$ cat src/rtl/mux2_rr_arbiter.sv
// rtl/mux2_rr_arbiter.sv - round-robin grant controller in front of a shared 2:1 enabled mux
module mux2_rr_arbiter #(
  parameter int WIDTH    = 1,
  parameter int MAX_HOLD = 4
) (
  input  logic             clk,
  input  logic             rst,
  input  logic             req_a,
  input  logic             req_b,
  input  logic [WIDTH-1:0] a,
  input  logic [WIDTH-1:0] b,
  output logic             gnt_a,
  output logic             gnt_b,
  output logic             se,
  output logic             en,
  output logic [WIDTH-1:0] y,
  output logic             y_valid
);

  localparam int CW = $clog2(MAX_HOLD) + 1;
  localparam logic [CW-1:0] HOLD_LIM = CW'(MAX_HOLD - 1);

  typedef enum logic [1:0] {
    IDLE    = 2'd0,
    GRANT_A = 2'd1,
    GRANT_B = 2'd2
  } state_t;

  state_t          state_q, state_d;
  logic [CW-1:0]   hold_cnt_q, hold_cnt_d;
  logic            last_q, last_d;

  // State register; reset leaves B as last served so A wins the first tie
  always_ff @(posedge clk) begin
    if (rst) begin
      state_q    <= IDLE;
      hold_cnt_q <= '0;
      last_q     <= 1'b0;
    end else begin
      state_q    <= state_d;
      hold_cnt_q <= hold_cnt_d;
      last_q     <= last_d;
    end
  end

  // Next-state: serve the waiting side on a tie, rotate when the hold cap is hit
  always_comb begin
    state_d = state_q;
    case (state_q)
      IDLE: begin
        if (req_a && req_b) state_d = last_q ? GRANT_B : GRANT_A;
        else if (req_a)     state_d = GRANT_A;
        else if (req_b)     state_d = GRANT_B;
      end
      GRANT_A: begin
        if (!req_a)                              state_d = req_b ? GRANT_B : IDLE;
        else if (req_b && hold_cnt_q == HOLD_LIM) state_d = GRANT_B;
      end
      GRANT_B: begin
        if (!req_b)                              state_d = req_a ? GRANT_A : IDLE;
        else if (req_a && hold_cnt_q == HOLD_LIM) state_d = GRANT_A;
      end
      default: state_d = IDLE;
    endcase
  end

  // Hold counter restarts on every state change and saturates while a lone owner keeps the grant
  always_comb begin
    hold_cnt_d = hold_cnt_q;
    last_d     = last_q;
    if (state_d != state_q) begin
      hold_cnt_d = '0;
      if (state_d == GRANT_A)      last_d = 1'b1;
      else if (state_d == GRANT_B) last_d = 1'b0;
    end else if (state_q != IDLE && hold_cnt_q != HOLD_LIM) begin
      hold_cnt_d = hold_cnt_q + CW'(1);
    end
  end

  // Moore outputs decoded from the registered state; data path stays combinational
  always_comb begin
    gnt_a   = (state_q == GRANT_A);
    gnt_b   = (state_q == GRANT_B);
    se      = gnt_a;
    en      = gnt_a | gnt_b;
    y_valid = en;
    y       = en ? (se ? a : b) : '0;
  end

endmodule

$ cat config.mk
export PLATFORM = sky130hd
export DESIGN_NAME = mux2_rr_arbiter
export DESIGN_NICKNAME = d
export VERILOG_FILES = /design/src/rtl/mux2_rr_arbiter.sv
export SDC_FILE = /design/constraint.sdc
export NUM_CORES = 1
export LEC_CHECK = 0
export ABC_CLOCK_PERIOD_IN_PS = 3350
export CAP_MARGIN = 20
export CORE_MARGIN = 1
export CORE_UTILIZATION = 25
export DETAILED_ROUTE_END_ITERATION = 8
export PLACE_DENSITY = 0.51
export SLEW_MARGIN = 20
export SYNTH_ARGS = -nofsm -noshare
export SYNTH_HDL_FRONTEND = slang
export SYNTH_SLANG_ARGS = --single-unit
export TNS_END_PERCENT = 100
$ cat constraint.sdc
create_clock -name clk -period 3.35 [get_ports clk]
set_clock_uncertainty 0.1 [all_clocks]
set_input_delay 0.335 -clock clk [delete_from_list [all_inputs] [get_ports clk]]
set_output_delay 0.335 -clock clk [all_outputs]
set_load 0.03 [all_outputs]
==> results of run 1 <==
==> critical path, stage by stage, from the launching register on <==
cell and delay (ps):
dfxtp_1 390, inv_1 150, ha_1 300, nand2_1 100
a311o_1 380, a21oi_1 210, ha_1 280, nand2b_1 160
mux2i_1 150, nor2_1 50, mux2_1 280
==> registers in the layout (all words and copies together), names as in the netlist <==
register    flops
state_q         2
hold_cnt_q      3
last_q          1
==> Yosys cell counts (2+ instances only) <==
library cell  number  area, sq um
a21oi_1            2         10.0
a311o_1            2         20.0
buf_4              2         15.0
dfxtp_1            6          120
ha_1               7         87.6
inv_1              5         18.8
mux2i_1            4         40.0
nand2_1            5         18.8
nand2b_1           2         12.5
nand3_1            2         10.0
nor2_1             4         15.0
nor2b_1            3         18.8
nor4_1             3         18.8
o21ai_0            2         10.0
o21bai_1           2         15.0
==> routing by layer <==
layer  GRT usage  vias to the layer above
li1            -                      265
met1       0.141                      233
met2       0.137                        9
met3      0.0187                        2
met4      0.0784                        0
met5           0                        -
==> cell usage in the layout, fill, tap and decap left out, types with 2 or more instances in the layout <==
cell type        count
a21oi_1              2
a311o_1              2
clkbuf_4             3
clkdlybuf4s50_1     11
dfxtp_1              6
ha_1                 7
inv_1                5
mux2i_1              4
nand2_1              5
nand2b_1             2
nand3_1              2
nor2_1               4
nor2b_1              3
nor4_1               3
o21ai_0              2
o21bai_1             2
==> kinds of logic (layout without fill, tap and decap cells) <==
logic type,Yosys count,after routing,synth area share
muxes,5,5,0.0921
AOI/OAI and AO/OA,17,17,0.231
adders and majority gates,7,7,0.157
DFF,6,6,0.216
and+or+nand+nor,23,23,0.220
buffers and inverters,8,19,0.0674
xor gates and xnor gates,1,1,0.0157
==> power by group through the flow <==
stage	clock, mW	combinational [mW]	sequential, mW
6_report	0.0684	0.192	0.0967
3_5_place_dp	0	0.193	0.0983
2_1_floorplan	0	0.149	0.0941
3_3_place_gp	0	0.192	0.0990
5_1_grt	0.0757	0.207	0.0992
4_1_cts	0.0721	0.194	0.0970
==> per-stage QoR <==
step / hold slack (ps) / cell area [sq um] / utilization
finish: 437 / 704 / 0.348
CTS: 443 / 704 / 0.348
global placement: 428 / 682 / 0.337
detailed placement: 436 / 682 / 0.337
floorplan: 307 / 557 / -
global route: 459 / 704 / 0.348
==> worst max path at each step <==
stage | from | to | slack, ps | depth (start not counted)
after global routing | state_q[0] | last_q | 500 | 10
after CTS | state_q[0] | last_q | 670 | 10
after global placement | req_b | last_q | 600 | 10
final | state_q[0] | last_q | 680 | 10
after floorplan | state_q[1] | last_q | 740 | 9
after detailed placement | req_b | last_q | 560 | 10
==> cell type report <==
| class | count | area [sq um] |
|---|---|---|
| clock buffers | 3 | 22.5 |
| repair buffers | 11 | 110 |
| flip-flops and latches | 6 | 120 |
| fillers | 206 | 1320 |
| inverters | 5 | 18.8 |
| multi-input cells | 53 | 399 |
| well taps | 27 | 33.8 |
==> run metrics, run 1 <==
status complete, no violations; Critical Path AT about 2700 ps; full die area between 2000 and 2500 sq um; largest net degree at the start of global routing 10; io pins 12; Worst Hold Class flop to flop; first drt pass iteration count 2; cts hold-fix bufs 0; Hold Violations, Final 0; VDD IR max approximately 200 uV; Clk Latency, worst-skew pair ~250 ps; pre-CTS WS approximately 560 ps; Max Fanout on Critical Path 9; TritonCTS clock tree built; H-tree Lvls 1; diode count 0; CTS sink count 6; R2R cell count 10; Avg WL per Cell roughly 11 microns; hold path start hold_cnt_q[1]; synthesis warning total 0; placed cell count 102; R2R setup slack 680 ps; Routed WL between 1000 and 1500 microns; RSZ-0062 raised after global routing false; dpl hpwl a little under 900 microns; clock network fraction of total power 0.191; r2r startpoint state_q[0]; Post-Synthesis Cells 67; asr flop ratio synth 0; # setup viols final 0; number of synthesized flops with an enable pin 0; Worst-Margin Slew roughly 330 ps; Yosys cell types 31; Initial Utilization 0.275; register area share after synthesis 0.216; vias per std cell between 4 and 5; share of layout cells above drive strength 1 0.0641; DR iter-0 viols 5; Psw approximately 0.14 mW; Pint between 0.2 and 0.25 mW; initial antenna violation count 0; Static Leak 0.285 nW; highest routed layer met4; Syn Nets 80; Flop pwr share 0.271; Net count, final 93; setup_tns 0 ps; DR DRC count 0; grt ovf 0; CP required between 3000 and 4000 ps; WL met1 a little under 600 microns; Power Total around 0.36 mW; Cell Pwr Density slightly above 500 nW/um^2; Die X 49.2 microns; capturing point of the worst reg2reg path last_q; post_cts resized 0; Post-Syn Area roughly 560 sq um; Tcrit/Tclk final 0.797; sw frac 0.399; Final Slew Violations 0; Avg Cell Area, Syn roughly 8.3 sq um; Port Buffers 11; Cell Count, Final, Fillers Out roughly 110; post-route ant nets 0; Worst-path clk slew approximately 50 ps; core area around 2000 sq um; Hold Crit Endpoint hold_cnt_q[1]; startpoint types flop; minimum clock period 2670 ps; number of global-route vias before repair 460; Post-CTS Setup Bufs 0; Final Worst Setup Slack 681 ps; max cap viols 0; number of vias in the routed layout between 500 and 600; Total Routing Usage GR 0.102; number of synthesized register bits 6; slew margin rel. 0.776; Gate power share 0.538; Die Y slightly below 50 microns; Max Clock Freq 0.375 GHz; first-pass GRT wire length ~1900 microns; Cell Rows 16; clock tree buffer depth 2; P&R area growth vs syn 26.5%; clk root buf clkbuf_4; CP Capture Type flop; Post-synth top flop dfxtp_1; crit path kind flop to flop; hold path depth 2; GPL Wtd Cong ~0.77; met3 routed WL 33 microns; Inserted Clock Buffers 3; Met2 Wirelength ~480 microns
Note: power is estimated with default switching activity, not from simulation.
==> run 2: changes to the inputs <==
Settings changed: ABC_CLOCK_PERIOD_IN_PS 3350 to 2690.
Clock period 3.35 ns to 2.69 ns, I/O delays scaled along.
==> run metrics, run 2 (synthesis gave the netlist of run 1 again) <==
sum of buffers and inverters on the critical path 1 (unchanged); largest net degree at the start of global routing 8 (was 10); top flop regs hold_cnt_q: 3 flops, state_q: 2 flops, last_q: 1 flops (unchanged); startpoint types flop (unchanged); diode count 0 (unchanged); Clk Latency, worst-skew pair 240 ps (was 250 ps); Cell Pwr Density 601 nW/um^2 (was 507 nW/um^2); vias per std cell 4.69 (was 4.85); initial antenna violation count 0 (unchanged); DR DRC count 0 (unchanged); Hold Violations, Final 0 (unchanged); CP required 2710 ps (was 3380 ps); max reg flops 3 (unchanged); Inserted Clock Buffers 3 (unchanged); P&R area growth vs syn 41.1% (was 26.5%); grt ovf 0 (unchanged); Net count, final 103 (was 93); full die area 2420 sq um (unchanged); Initial Utilization 0.275 (unchanged); clock network fraction of total power 0.169 (was 0.191); share of layout cells above drive strength 1 0.193 (was 0.0641); H-tree Lvls 1 (unchanged); footprint of the multi-input gates 405 sq um (was 399 sq um); cts hold-fix bufs 0 (unchanged); Max Clock Freq 0.399 GHz (was 0.375 GHz); max cap viols 0 (unchanged); CTS sink count 6 (unchanged); status complete, no violations (unchanged); Max stage delay on crit path 310 ps (was 390 ps); Pint 0.290 mW (was 0.215 mW); Max Fanout on Critical Path 3 (was 9); GPL Wtd Cong 0.819 (was 0.766); Die X 49.2 microns (unchanged); WL met1 625 microns (was 577 microns); Die Y 49.2 microns (unchanged); Routed WL 1260 microns (was 1110 microns); number of vias in the routed layout 539 (was 509); minimum clock period 2510 ps (was 2670 ps); Critical Path AT 2530 ps (was 2700 ps); Port Buffers 11 (unchanged); Fillers 218 (was 206); core area 2020 sq um (unchanged); sw frac 0.385 (was 0.399); Psw 0.182 mW (was 0.143 mW); Total Routing Usage GR 0.120 (was 0.102); post-route ant nets 0 (unchanged); Worst-Margin Slew 312 ps (was 334 ps); clk root buf clkbuf_4 (unchanged); number of global-route vias before repair 546 (was 460); Static Leak 0.333 nW (was 0.285 nW); DR iter-0 viols 11 (was 5); first-pass GRT wire length 2240 microns (was 1900 microns); VDD IR max 341 uV (was 201 uV); io pins 12 (unchanged); # setup viols final 0 (unchanged); Reg with most FFs hold_cnt_q (unchanged); Worst Hold Class flop to flop (unchanged); fin area 786 sq um (was 704 sq um); CP Capture Type flop (unchanged); highest routed layer met4 (unchanged); crit path kind flop to flop (unchanged); TritonCTS clock tree built (unchanged); clock tree buffer depth 2 (unchanged); Avg WL per Cell 11.0 microns (was 10.6 microns); dpl hpwl 1020 microns (was 894 microns); first drt pass iteration count 3 (was 2); Crit path max-delay family adder cells (was compound AO/OA/AOI/OAI gates); Cell Chain, Critical Path ha_1 > ha_2 > buf_4 > o211ai_1 > and3_1 > a21o_1 > ha_1 > nand2b_1 > mux2i_1 > nor2_1 > mux2_1 (was inv_1 > ha_1 > nand2_1 > a311o_1 > a21oi_1 > ha_1 > nand2b_1 > mux2i_1 > nor2_1 > mux2_1); Gate power share 0.590 (was 0.538); Cell Rows 16 (unchanged); most common cell after layout, fill and taps aside clkdlybuf4s50_1 (unchanged); slew margin rel. 0.791 (was 0.776); Final Slew Violations 0 (unchanged); commonest cells after routing, fill and taps aside clkdlybuf4s50_1 (11), buf_4 (10), ha_1 (6), dfxtp_1 (6) (was clkdlybuf4s50_1 (11), ha_1 (7), dfxtp_1 (6)); slowest cell on the critical path dfxtp_1 (unchanged); post-place instance area 742 sq um (was 682 sq um); FF+latch area 120 sq um (unchanged); Tcrit/Tclk final 0.932 (was 0.797); Worst-path clk slew 40 ps (was 50 ps); met3 routed WL 22 microns (was 33 microns); Met2 Wirelength 598 microns (was 478 microns); Hold WS 427 ps (was 437 ps); Flop pwr share 0.241 (was 0.271); CP most frequent cell ha_1 (unchanged)
run 2: changes by cell type in the layout (fill, tap and decap cells not counted):
cell and delta:
a21oi_1 -1, buf_4 +10, ha_1 -1, ha_2 +1, a21oi_2 +1
run 2: final cells by class:
| class | instances | area share |
|---|---|---|
| timing repair buffer | 21 | 0.236 |
| tap | 27 | 0.0430 |
| clock buffer | 3 | 0.0287 |
| inverter | 5 | 0.0239 |
| multi-input combinational | 53 | 0.516 |
| sequential | 6 | 0.153 |
run 2: path summary, 6_finish.rpt:
path	slack [ps]	endpoint	from	cells past startpoint
worst min-delay path	430	hold_cnt_q[1]	hold_cnt_q[1]	2
worst max register to register	180	last_q	hold_cnt_q[0]	11
worst min register to register	430	hold_cnt_q[1]	hold_cnt_q[1]	2
worst max-delay path	180	last_q	hold_cnt_q[0]	11
run 2: layer usage:
| layer | track usage | vias up |
|---|---|---|
| li1 | - | 291 |
| met4 | 0.0833 | 0 |
| met5 | 0 | - |
| met2 | 0.192 | 9 |
| met1 | 0.146 | 235 |
| met3 | 0.0187 | 4 |
run 2: stage by stage:
stage	utilization	setup TNS, ps	std cells	setup WS, ps	total power [mW]
6_report	0.389	0	115	182	0.472
4_1_cts	0.378	0	113	134	0.470
2_1_floorplan	-	0	67	80.8	0.302
3_3_place_gp	0.367	0	110	74.6	0.382
3_5_place_dp	0.367	0	110	65.6	0.385
5_1_grt	0.389	-1.07	115	-1.07	0.509
run 2: power by group through the flow:
stage,sequential [mW],clock (mW),combinational (mW)
2_1_floorplan,0.117,0,0.185
3_3_place_gp,0.116,0,0.266
3_5_place_dp,0.116,0,0.269
4_1_cts,0.115,0.0854,0.270
5_1_grt,0.116,0.0925,0.301
6_report,0.114,0.0798,0.279
run 2: repair_timing:
item / CTS / global route
endpoints found under the hold margin: 0 / 0
resized for setup: 0 / 2
buffers inserted: 0 / 2
setup endpoints to repair: 0 / 1
run 2: worst min-delay path: stages, from the launching register on:
cell     delay [ps]
dfxtp_1         300
mux2i_1         120
nor4_1           50
